## src/rtl/riscv_pkg.sv

```systemverilog
// rtl/riscv_pkg.sv - shared core constants: default widths, bubble instruction, register-field positions
package riscv_pkg;

  localparam int XLEN_DEF = 32;
  localparam int ILEN_DEF = 32;

  // addi x0, x0, 0
  localparam logic [31:0] NOP_INSTR_DEF = 32'h0000_0013;

  localparam int REG_AW  = 5;
  localparam int RD_LSB  = 7;
  localparam int RS1_LSB = 15;
  localparam int RS2_LSB = 20;

  typedef logic [REG_AW-1:0] reg_addr_t;

endpackage

```

## src/rtl/pipe_skid_buf.sv

```systemverilog
// rtl/pipe_skid_buf.sv - generic 2-entry ready/valid skid buffer with flush; s_tready is registered
module pipe_skid_buf #(
  parameter int W = 64
) (
  input  logic         clk,
  input  logic         rst_n,
  input  logic         flush_i,
  input  logic         s_tvalid_i,
  output logic         s_tready_o,
  input  logic [W-1:0] s_tdata_i,
  output logic         m_tvalid_o,
  input  logic         m_tready_i,
  output logic [W-1:0] m_tdata_o,
  output logic [1:0]   count_o
);

  logic         main_valid_q, main_valid_d;
  logic         skid_valid_q, skid_valid_d;
  logic [W-1:0] main_q, main_d;
  logic [W-1:0] skid_q, skid_d;
  logic         accept;
  logic         handoff;

  assign accept  = s_tvalid_i && !skid_valid_q;
  assign handoff = main_valid_q && m_tready_i;

  always_comb begin
    main_valid_d = main_valid_q;
    skid_valid_d = skid_valid_q;
    main_d       = main_q;
    skid_d       = skid_q;
    // Flush only drops valids so the main payload (and thus the last PC) is retained.
    if (flush_i) begin
      main_valid_d = 1'b0;
      skid_valid_d = 1'b0;
    end else if (handoff && skid_valid_q) begin
      main_d       = skid_q;
      skid_valid_d = 1'b0;
    end else if (handoff || !main_valid_q) begin
      main_valid_d = accept;
      if (accept) main_d = s_tdata_i;
    end else if (accept) begin
      skid_valid_d = 1'b1;
      skid_d       = s_tdata_i;
    end
  end

  always_ff @(posedge clk or negedge rst_n) begin
    if (!rst_n) begin
      main_valid_q <= 1'b0;
      skid_valid_q <= 1'b0;
      main_q       <= '0;
      skid_q       <= '0;
    end else begin
      main_valid_q <= main_valid_d;
      skid_valid_q <= skid_valid_d;
      main_q       <= main_d;
      skid_q       <= skid_d;
    end
  end

  assign s_tready_o = !skid_valid_q;
  assign m_tvalid_o = main_valid_q;
  assign m_tdata_o  = main_q;
  assign count_o    = {1'b0, main_valid_q} + {1'b0, skid_valid_q};

endmodule

```

## src/rtl/if_id_pipe.sv

```systemverilog
// rtl/if_id_pipe.sv - IF/ID pipeline register: skid-buffered beat hold, bubble insertion, register-field decode
module if_id_pipe
  import riscv_pkg::*;
#(
  parameter int              XLEN      = XLEN_DEF,
  parameter int              ILEN      = ILEN_DEF,
  parameter logic [ILEN-1:0] NOP_INSTR = ILEN'(NOP_INSTR_DEF)
) (
  input  logic            clk,
  input  logic            rst_n,
  input  logic            if_valid,
  output logic            if_ready,
  input  logic [XLEN-1:0] if_pc,
  input  logic [ILEN-1:0] if_instr,
  input  logic            flush,
  output logic            id_valid,
  input  logic            id_ready,
  output logic [XLEN-1:0] id_pc,
  output logic [ILEN-1:0] id_instr,
  output reg_addr_t       rs1_raddr,
  output reg_addr_t       rs2_raddr,
  output reg_addr_t       rd_waddr_id,
  output logic [1:0]      occupancy
);

  localparam int W = XLEN + ILEN;

  logic [W-1:0]    beat_in;
  logic [W-1:0]    beat_out;
  logic [ILEN-1:0] held_instr;

  assign beat_in = {if_pc, if_instr};

  pipe_skid_buf #(.W(W)) u_skid (
    .clk        (clk),
    .rst_n      (rst_n),
    .flush_i    (flush),
    .s_tvalid_i (if_valid),
    .s_tready_o (if_ready),
    .s_tdata_i  (beat_in),
    .m_tvalid_o (id_valid),
    .m_tready_i (id_ready),
    .m_tdata_o  (beat_out),
    .count_o    (occupancy)
  );

  assign id_pc      = beat_out[W-1:ILEN];
  assign held_instr = beat_out[ILEN-1:0];

  // Decode from the bubbled instruction so idle cycles present x0 addresses.
  assign id_instr    = id_valid ? held_instr : NOP_INSTR;
  assign rs1_raddr   = id_instr[RS1_LSB +: REG_AW];
  assign rs2_raddr   = id_instr[RS2_LSB +: REG_AW];
  assign rd_waddr_id = id_instr[RD_LSB +: REG_AW];

endmodule

```

## config.mk

```make
export PLATFORM = sky130hd
export DESIGN_NAME = if_id_pipe
export DESIGN_NICKNAME = d
export VERILOG_FILES = /design/src/rtl/riscv_pkg.sv /design/src/rtl/pipe_skid_buf.sv /design/src/rtl/if_id_pipe.sv
export SDC_FILE = /design/constraint.sdc
export NUM_CORES = 1
export LEC_CHECK = 0
export ABC_AREA = 1
export BUFFER_PORTS_ARGS = -buffer_cell sky130_fd_sc_hd__buf_2
export CAP_MARGIN = 20
export CORE_MARGIN = 2
export CORE_UTILIZATION = 54
export CTS_CLUSTER_SIZE = 16
export DETAILED_ROUTE_END_ITERATION = 8
export PLACE_DENSITY_LB_ADDON = 0.3
export SYNTH_ARGS = -nofsm -noshare
export SYNTH_HDL_FRONTEND = slang
export SYNTH_SLANG_ARGS = --single-unit
```

## constraint.sdc

```tcl
create_clock -name clk -period 1.5 [get_ports clk]
set_input_delay 0.15 -clock clk [delete_from_list [all_inputs] [get_ports clk]]
set_output_delay 0.15 -clock clk [all_outputs]
set_load 0.05 [all_outputs]
```

==> results of run 1 <==
==> metrics by stage <==
step,worst slack [ns],cells,cell area [sq um]
CTS,-0.0797,1196,8540
global placement,0.0529,1107,7270
detailed placement,0.00675,1107,7270
global route,-0.130,1227,9200
floorplan,-0.0554,885,6830
finish,-0.0887,1227,9200
==> logic make-up after synthesis <==
kind of cell	Yosys count	synth area share, %
compound gates	65	4.99
fa+ha+maj	1	0.190
buf+inv	198	15.7
flops	130	49.5
simple gates	491	29.7
==> worst register-to-register path, stage by stage (launching register included) <==
cell,delay (ns)
dfrtp_2,0.46
buf_4,0.17
nand2_2,0.08
nor2_4,0.04
buf_12,0.14
nand2_8,0.11
nand2_8,0.13
clkbuf_16,0.19
nand2_1,0.07
nand2_1,0.06
==> sequential cells by signal (all words and copies together), names as in the netlist <==
name / cells
u_skid.skid_valid_q: 1
u_skid.m_tvalid_o: 1
u_skid.skid_q: 64
u_skid.m_tdata_o: 64
==> cells in the final DEF (no fill, tap or decap) <==
cell type	instances
clkbuf_8	2
inv_1	81
buf_16	2
buf_12	14
clkbuf_4	1
dlygate4sd3_1	59
clkbuf_16	28
nand2_8	4
clkinvlp_4	16
nand2_2	15
or2_2	3
buf_4	57
nand3_1	65
nand2_1	399
nand3_4	2
buf_8	3
dfrtp_2	2
dfrtp_1	128
nand3_2	2
o21ai_0	4
nor2_4	2
o21ai_1	59
nand2_4	2
o21ai_2	1
inv_2	2
clkinv_2	1
buf_6	18
buf_2	99
clkbuf_1	7
o211ai_1	1
ha_1	1
==> layout make-up <==
type                       count  area [sq um]
multi-input combinational    560          2460
inverter                      99           432
clock inverter                 1          5.00
clock buffer                  26           479
tap                          147           184
timing repair buffer         264          2380
fill                         831          2770
sequential                   130          3260
==> layer usage <==
layer / GRT usage (%) / vias up
met5: 0 / -
met4: 10.6 / 0
met3: 5.88 / 44
met2: 44.7 / 262
met1: 32.8 / 2857
li1: - / 3011
==> worst max-delay path by stage <==
stage                   startpoint                   end
3_3_place_gp     u_skid.m_tvalid_o  u_skid.m_tdata_o[59]
3_5_place_dp     u_skid.m_tvalid_o  u_skid.m_tdata_o[57]
4_1_cts        u_skid.skid_valid_q          occupancy[0]
2_1_floorplan    u_skid.m_tvalid_o        rd_waddr_id[4]
6_report       u_skid.skid_valid_q          occupancy[0]
5_1_grt          u_skid.m_tvalid_o           id_instr[1]
==> synth_stat cells (all sizes together) <==
| cell | number | share of area, % |
|---|---|---|
| o211ai | 1 | 0.11 |
| clkbuf | 5 | 0.29 |
| nand2 | 418 | 24 |
| ha | 1 | 0.19 |
| nor2 | 2 | 0.15 |
| buf | 94 | 9.7 |
| inv | 99 | 5.7 |
| nand3 | 68 | 5.3 |
| or2 | 3 | 0.29 |
| o21ai | 64 | 4.9 |
| dfrtp | 130 | 49 |
==> report_power, final <==
part	switching, mW	internal [mW]
Sequential	0.473	4.31
Clock	1.38	2.15
Combinational	2.01	1.09
==> what timing repair did <==
item	4_1_cts	5_1_grt
endpoints found under the hold margin	96	0
cloned	0	21
pin swaps	1	1
hold buffers	59	0
buffers inserted	3	10
endpoints found under the setup margin	48	122
gates resized for setup	60	38
==> qor.txt, run 1 <==
outcome - finished with violations
failing checks - hold timing, setup timing
syn nets - 955
I/O Buffers - 151
DRT Pass-1 Iters - 5
max_slew headroom - 74.2%
slowest stage delay, CP - 0.45 ns
DRT iter0 DRCs - 383
die height - 114 um
Clk pin slew, worst setup/hold paths - 0.05 ns
FF-to-FF End - u_skid.m_tdata_o[3]
hold slack final - -0.00204 ns
Rows - 40
hold path depth - 3
post-layout min period - 1.59 ns
WP buf/inv - 2
final-report hold violation count - 1
largest net degree at the start of global routing - 48
RSZ-0062 raised after global routing - yes
die area - 13100 sq um
met3 WL - 1180 um
Total Neg Setup Slack - -3.12 ns
vias per cell - 5.03
layout cells sized above 1 - 25.6%
n_diodes - 0
critical path startpoint category - flop
Overall Power - 11.4 mW
CP endpoint kind - output pin
WS Path Type - reg -> out
r2r worst-path depth - 9
Leakage - 5.17 nW
Arr. time, crit path - 1.44 ns
Max Slew Vio Count - 0
final setup vio count - 83
initial antenna violation count - 0
Synth Register Bits - 130
Ports - 152
fmax - 629 MHz
power per standard cell area - 1240 nW/um^2
Post-Route WL - 19000 um
routed length on met2 - 9590 um
number of global-route vias before repair - 5816
Worst VDD drop - 1060 uV
final worst setup slack - -0.0887 ns
HP Class - in -> reg
Cell variety after synth - 19
Clock Latency Late Sink - 0.41 ns
Crit Path Max Fanout - 4
post-synthesis cell count - 885
data required time of the worst path - 1.35 ns
area grow syn2layout - 39.8%
core area - 12000 sq um
maxcap violations - 0
crit share post-route - 106%
Core Util, Final - 76.9%
Hold Path Sink - u_skid.skid_q[22]
Crit path top cell by count - buf_6
YS warnings - 0
first-pass GRT wire length - 27000 um
Nets - 1142
Routed Antenna Nets - 0
WL/cell - 15.5 um
FF-to-FF setup slack - -0.06 ns
TritonCTS Buffers - 17
initial core utilization - 55.0%
Crit-path slowest cell - dfrtp_2
CTS Buffer Depth - 2
Tot GR Track Use - 26.3%
root buf cell - clkbuf_16
FF-to-FF Start - u_skid.m_tvalid_o
wl on met1 - 7710 um
clock sinks - 130
GR Overflow Total - 0
DRC viols - 0
post-DP HPWL - 9860 um
CTS tree - built
DIE WIDTH - 114 um
skew final - 0.00382 ns
cell area after synthesis - 6580 sq um
WP depth - 3
hold_sp - if_instr[22]
vias - 6174
post-synthesis sequential area ratio - 49.5%
H-tree levels - 4
gpl congestion - 0.772
cell family with most CP delay - flip-flops
critical path cell sequence - buf_6 > ha_1 > buf_6
Worst-Margin Slew - 0.386 ns
highest metal used - met4
Avg Cell Area, Syn - 7.43 sq um
(Power assumes the default switching activity.)
==> inputs of run 2 (changes only) <==
- SYNTH_HIERARCHICAL: not set -> 1
==> run 2 against run 1 <==
- the run ends with setup timing left
- fmax up 2.7%
- sequential cell count unchanged
- sequential share of layout area up 1.5 points
- via count down 4.4%
- cell count down 2.4%
- synthesized area down 4.1%
- sequential power down 1%
- critical endpoint is now rd_waddr_id[4]
- largest cell class unchanged
- largest power group unchanged
==> qor.txt, run 2 <==
post-layout min period - 1.55 ns (was 1.59 ns)
most frequent cells in the layout - 469 x nand2_1, 129 x dfrtp_1, 101 x buf_2 (was 399 x nand2_1, 128 x dfrtp_1, 99 x buf_2)
RSZ-0062 raised after global routing - yes (unchanged)
hold path depth - 3 (unchanged)
Clock Latency Late Sink - 0.40 ns (was 0.41 ns)
Total Neg Setup Slack - -0.684 ns (was -3.12 ns)
Post-synth top cells - 486 x nand2_1, 130 x dfrtp_1, 99 x inv_1, 64 x o21ai_1, 28 x buf_4 (was 415 x nand2_1, 130 x dfrtp_1, 97 x inv_1, 67 x nand3_1, 66 x buf_4)
gpl congestion - 0.785 (was 0.772)
DIE WIDTH - 112 um (was 114 um)
XOR/XNOR share of the synthesized area - 0% (unchanged)
fin cells - 1197 (was 1227)
H-tree levels - 4 (unchanged)
failing checks - setup timing (was hold timing, setup timing)
Ports - 152 (unchanged)
Worst VDD drop - 796 uV (was 1060 uV)
DRT Pass-1 Iters - 5 (unchanged)
data required time of the worst path - 1.35 ns (about the same)
post-synthesis cell count - 850 (was 885)
final setup vio count - 34 (was 83)
cell taking the most area after synthesis - dfrtp_1 (unchanged)
count leader, synth - nand2_1 (unchanged)
initial core utilization - 55.2% (was 55.0%)
CTS Buffer Depth - 2 (unchanged)
Synth Register Bits - 130 (unchanged)
outcome - finished with violations (unchanged)
synth top area cells - dfrtp_1 52%, nand2_1 29%, inv_1 5.9%, o21ai_1 5.1%, buf_4 3.3% (was dfrtp_1 49%, nand2_1 24%, buf_4 7.5%, inv_1 5.5%, nand3_1 5.1%)
clock sinks - 130 (unchanged)
max_slew headroom - 75.3% (was 74.2%)
Routed Antenna Nets - 0 (unchanged)
Synth Area in Adders - 0.198% (was 0.190%)
WS Path Type - reg -> out (unchanged)
Tot GR Track Use - 26.0% (was 26.3%)
r2r worst-path depth - 9 (unchanged)
n_diodes - 0 (unchanged)
maxcap violations - 0 (unchanged)
CP endpoint kind - output pin (unchanged)
HP Class - in -> reg (unchanged)
DRC viols - 0 (unchanged)
core area - 11400 sq um (was 12000 sq um)
TritonCTS Buffers - 17 (unchanged)
Worst-Margin Slew - 0.371 ns (was 0.386 ns)
DRT iter0 DRCs - 481 (was 383)
I/O Buffers - 151 (unchanged)
skew final - 0.00557 ns (was 0.00382 ns)
dpl cells - 1103 (was 1107)
hold_sp - if_pc[27] (was if_instr[22])
FF-to-FF Start - u_skid/m_tvalid_o (was u_skid.m_tvalid_o)
CTS tree - built (unchanged)
Rows - 39 (was 40)
first-pass GRT wire length - 26400 um (was 27000 um)
syn nets - 920 (was 955)
Nets - 1111 (was 1142)
EDFF count, synth - 0 (unchanged)
YS warnings - 6 (was 0)
most common cell after layout, fill and taps aside - nand2_1 (unchanged)
Cell variety after synth - 17 (was 19)
vias - 5902 (was 6174)
cell area after synthesis - 6310 sq um (was 6580 sq um)
Yosys top cell area share - 51.6% (was 49.5%)
Clk pin slew, worst setup/hold paths - 0.05 ns (about the same)
FF-to-FF setup slack - -0.01 ns (was -0.06 ns)
WL/cell - 14.5 um (was 15.5 um)
die area - 12600 sq um (was 13100 sq um)
critical path startpoint category - flop (unchanged)
initial antenna violation count - 0 (unchanged)
root buf cell - clkbuf_16 (unchanged)
largest net degree at the start of global routing - 89 (was 48)
GR Overflow Total - 0 (unchanged)
crit share post-route - 103% (was 106%)
Hold Path Sink - u_skid/skid_q[59] (was u_skid.skid_q[22])
fmax - 647 MHz (was 629 MHz)
Crit Path Max Fanout - 21 (was 4)
multiplexer area fraction after synthesis - 0% (unchanged)
Synth Area in Compound Gates - 5.26% (was 4.99%)
area grow syn2layout - 40.0% (was 39.8%)
Post-Synth Simple-Gate Area - 29.7% (about the same)
post-DP HPWL - 8760 um (was 9860 um)
Avg Cell Area, Syn - 7.42 sq um (was 7.43 sq um)
layout cells sized above 1 - 23.5% (was 25.6%)
post-synthesis sequential area ratio - 51.6% (was 49.5%)
Max Slew Vio Count - 0 (unchanged)
final worst setup slack - -0.0464 ns (was -0.0887 ns)
main combinational cell family by area after synthesis - simple AND/OR/NAND/NOR gates (unchanged)
number of global-route vias before repair - 5468 (was 5816)
final-report hold violation count - 0 (was 1)
power per standard cell area - 1360 nW/um^2 (was 1240 nW/um^2)
vias per cell - 4.93 (was 5.03)
prevailing post-synth register cell - dfrtp_1 (unchanged)
FF-to-FF End - u_skid/m_tdata_o[53] (was u_skid.m_tdata_o[3])
die height - 112 um (was 114 um)
Leakage - 5.02 nW (was 5.17 nW)
fraction of registers with async set/reset - 100% (unchanged)
Post-Route WL - 17400 um (was 19000 um)
Arr. time, crit path - 1.40 ns (was 1.44 ns)
run 2: cell count changes after synthesis, moves of 2 or more:
cell,before,now
buf_4,66,28
buf_6,1,16
nand2_1,415,486
o21ai_1,59,64
or2_2,3,0
inv_1,97,99
buf_2,26,13
nand3_1,67,3
o21ai_0,5,0
clkbuf_1,5,1
run 2: layout make-up:
cell class | count | area [sq um]
repair buffers | 230 | 2050
flip-flops and latches | 130 | 3250
well taps | 143 | 179
clock inverters | 11 | 160
multi-input cells | 561 | 2300
fillers | 791 | 2590
clock buffers | 21 | 450
inverters | 101 | 435
run 2: worst max-delay path by stage:
stage                        start           endpoint  depth (start not counted)  slack [ns]
2_1_floorplan    u_skid/m_tvalid_o     rd_waddr_id[0]                          4       -0.01
3_3_place_gp   u_skid/skid_valid_q  u_skid/skid_q[20]                          6        0.18
3_5_place_dp   u_skid/skid_valid_q  u_skid/skid_q[20]                          6        0.15
4_1_cts          u_skid/m_tvalid_o       id_instr[22]                          4       -0.02
5_1_grt          u_skid/m_tvalid_o     rd_waddr_id[4]                          4        -0.1
6_report         u_skid/m_tvalid_o     rd_waddr_id[4]                          4       -0.05
run 2: worst max-delay path, stage by stage (launching register included):
cell,delay [ns]
dfrtp_2,0.45
buf_12,0.18
nand2_2,0.09
clkinvlp_4,0.11
buf_6,0.16
run 2: metal layers:
metal | GRT usage [%] | wire length [um] | vias up
met3 | 5.83 | 1120 | 16
met2 | 42.8 | 8550 | 234
met1 | 36.0 | 7550 | 2772
met4 | 5.53 | 159 | 0
met5 | 0 | 0 | -
li1 | - | - | 2880
run 2: power breakdown:
part,switching (mW),internal (mW),leakage (nW)
Sequential,0.441,4.28,1.63
Clock,1.47,2.81,0.297
Combinational,1.97,1.01,3.09
Total,3.88,8.10,5.02
run 2: per-stage QoR:
step	cell area, sq um	power, mW	hold slack [ns]	util [%]	setup slack (ns)
floorplan	6360	6.64	-0.146	-	-0.0133
detailed placement	7120	7.33	0.0684	62.4	0.149
global route	8830	12.6	0.0182	77.3	-0.0972
global placement	7120	7.26	0.0710	62.4	0.179
CTS	8580	11.9	0.000896	75.1	-0.0220
finish	8830	12.0	0.0167	77.3	-0.0464
run 2: cell families after synthesis:
logic type / after synthesis
adder cells (fa/ha/maj): 1
AND/OR/NAND/NOR: 494
AO/OA/AOI/OAI: 66
buffers and inverters: 159
flip-flops: 130
run 2: repair_timing:
| action | 4_1_cts | 5_1_grt |
|---|---|---|
| setup endpoints to repair | 49 | 150 |
| gates cloned | 0 | 7 |
| resized for setup | 102 | 21 |
| hold buffers | 53 | 0 |
| hold endpoints to repair | 136 | 0 |
| buffers inserted | 1 | 1 |
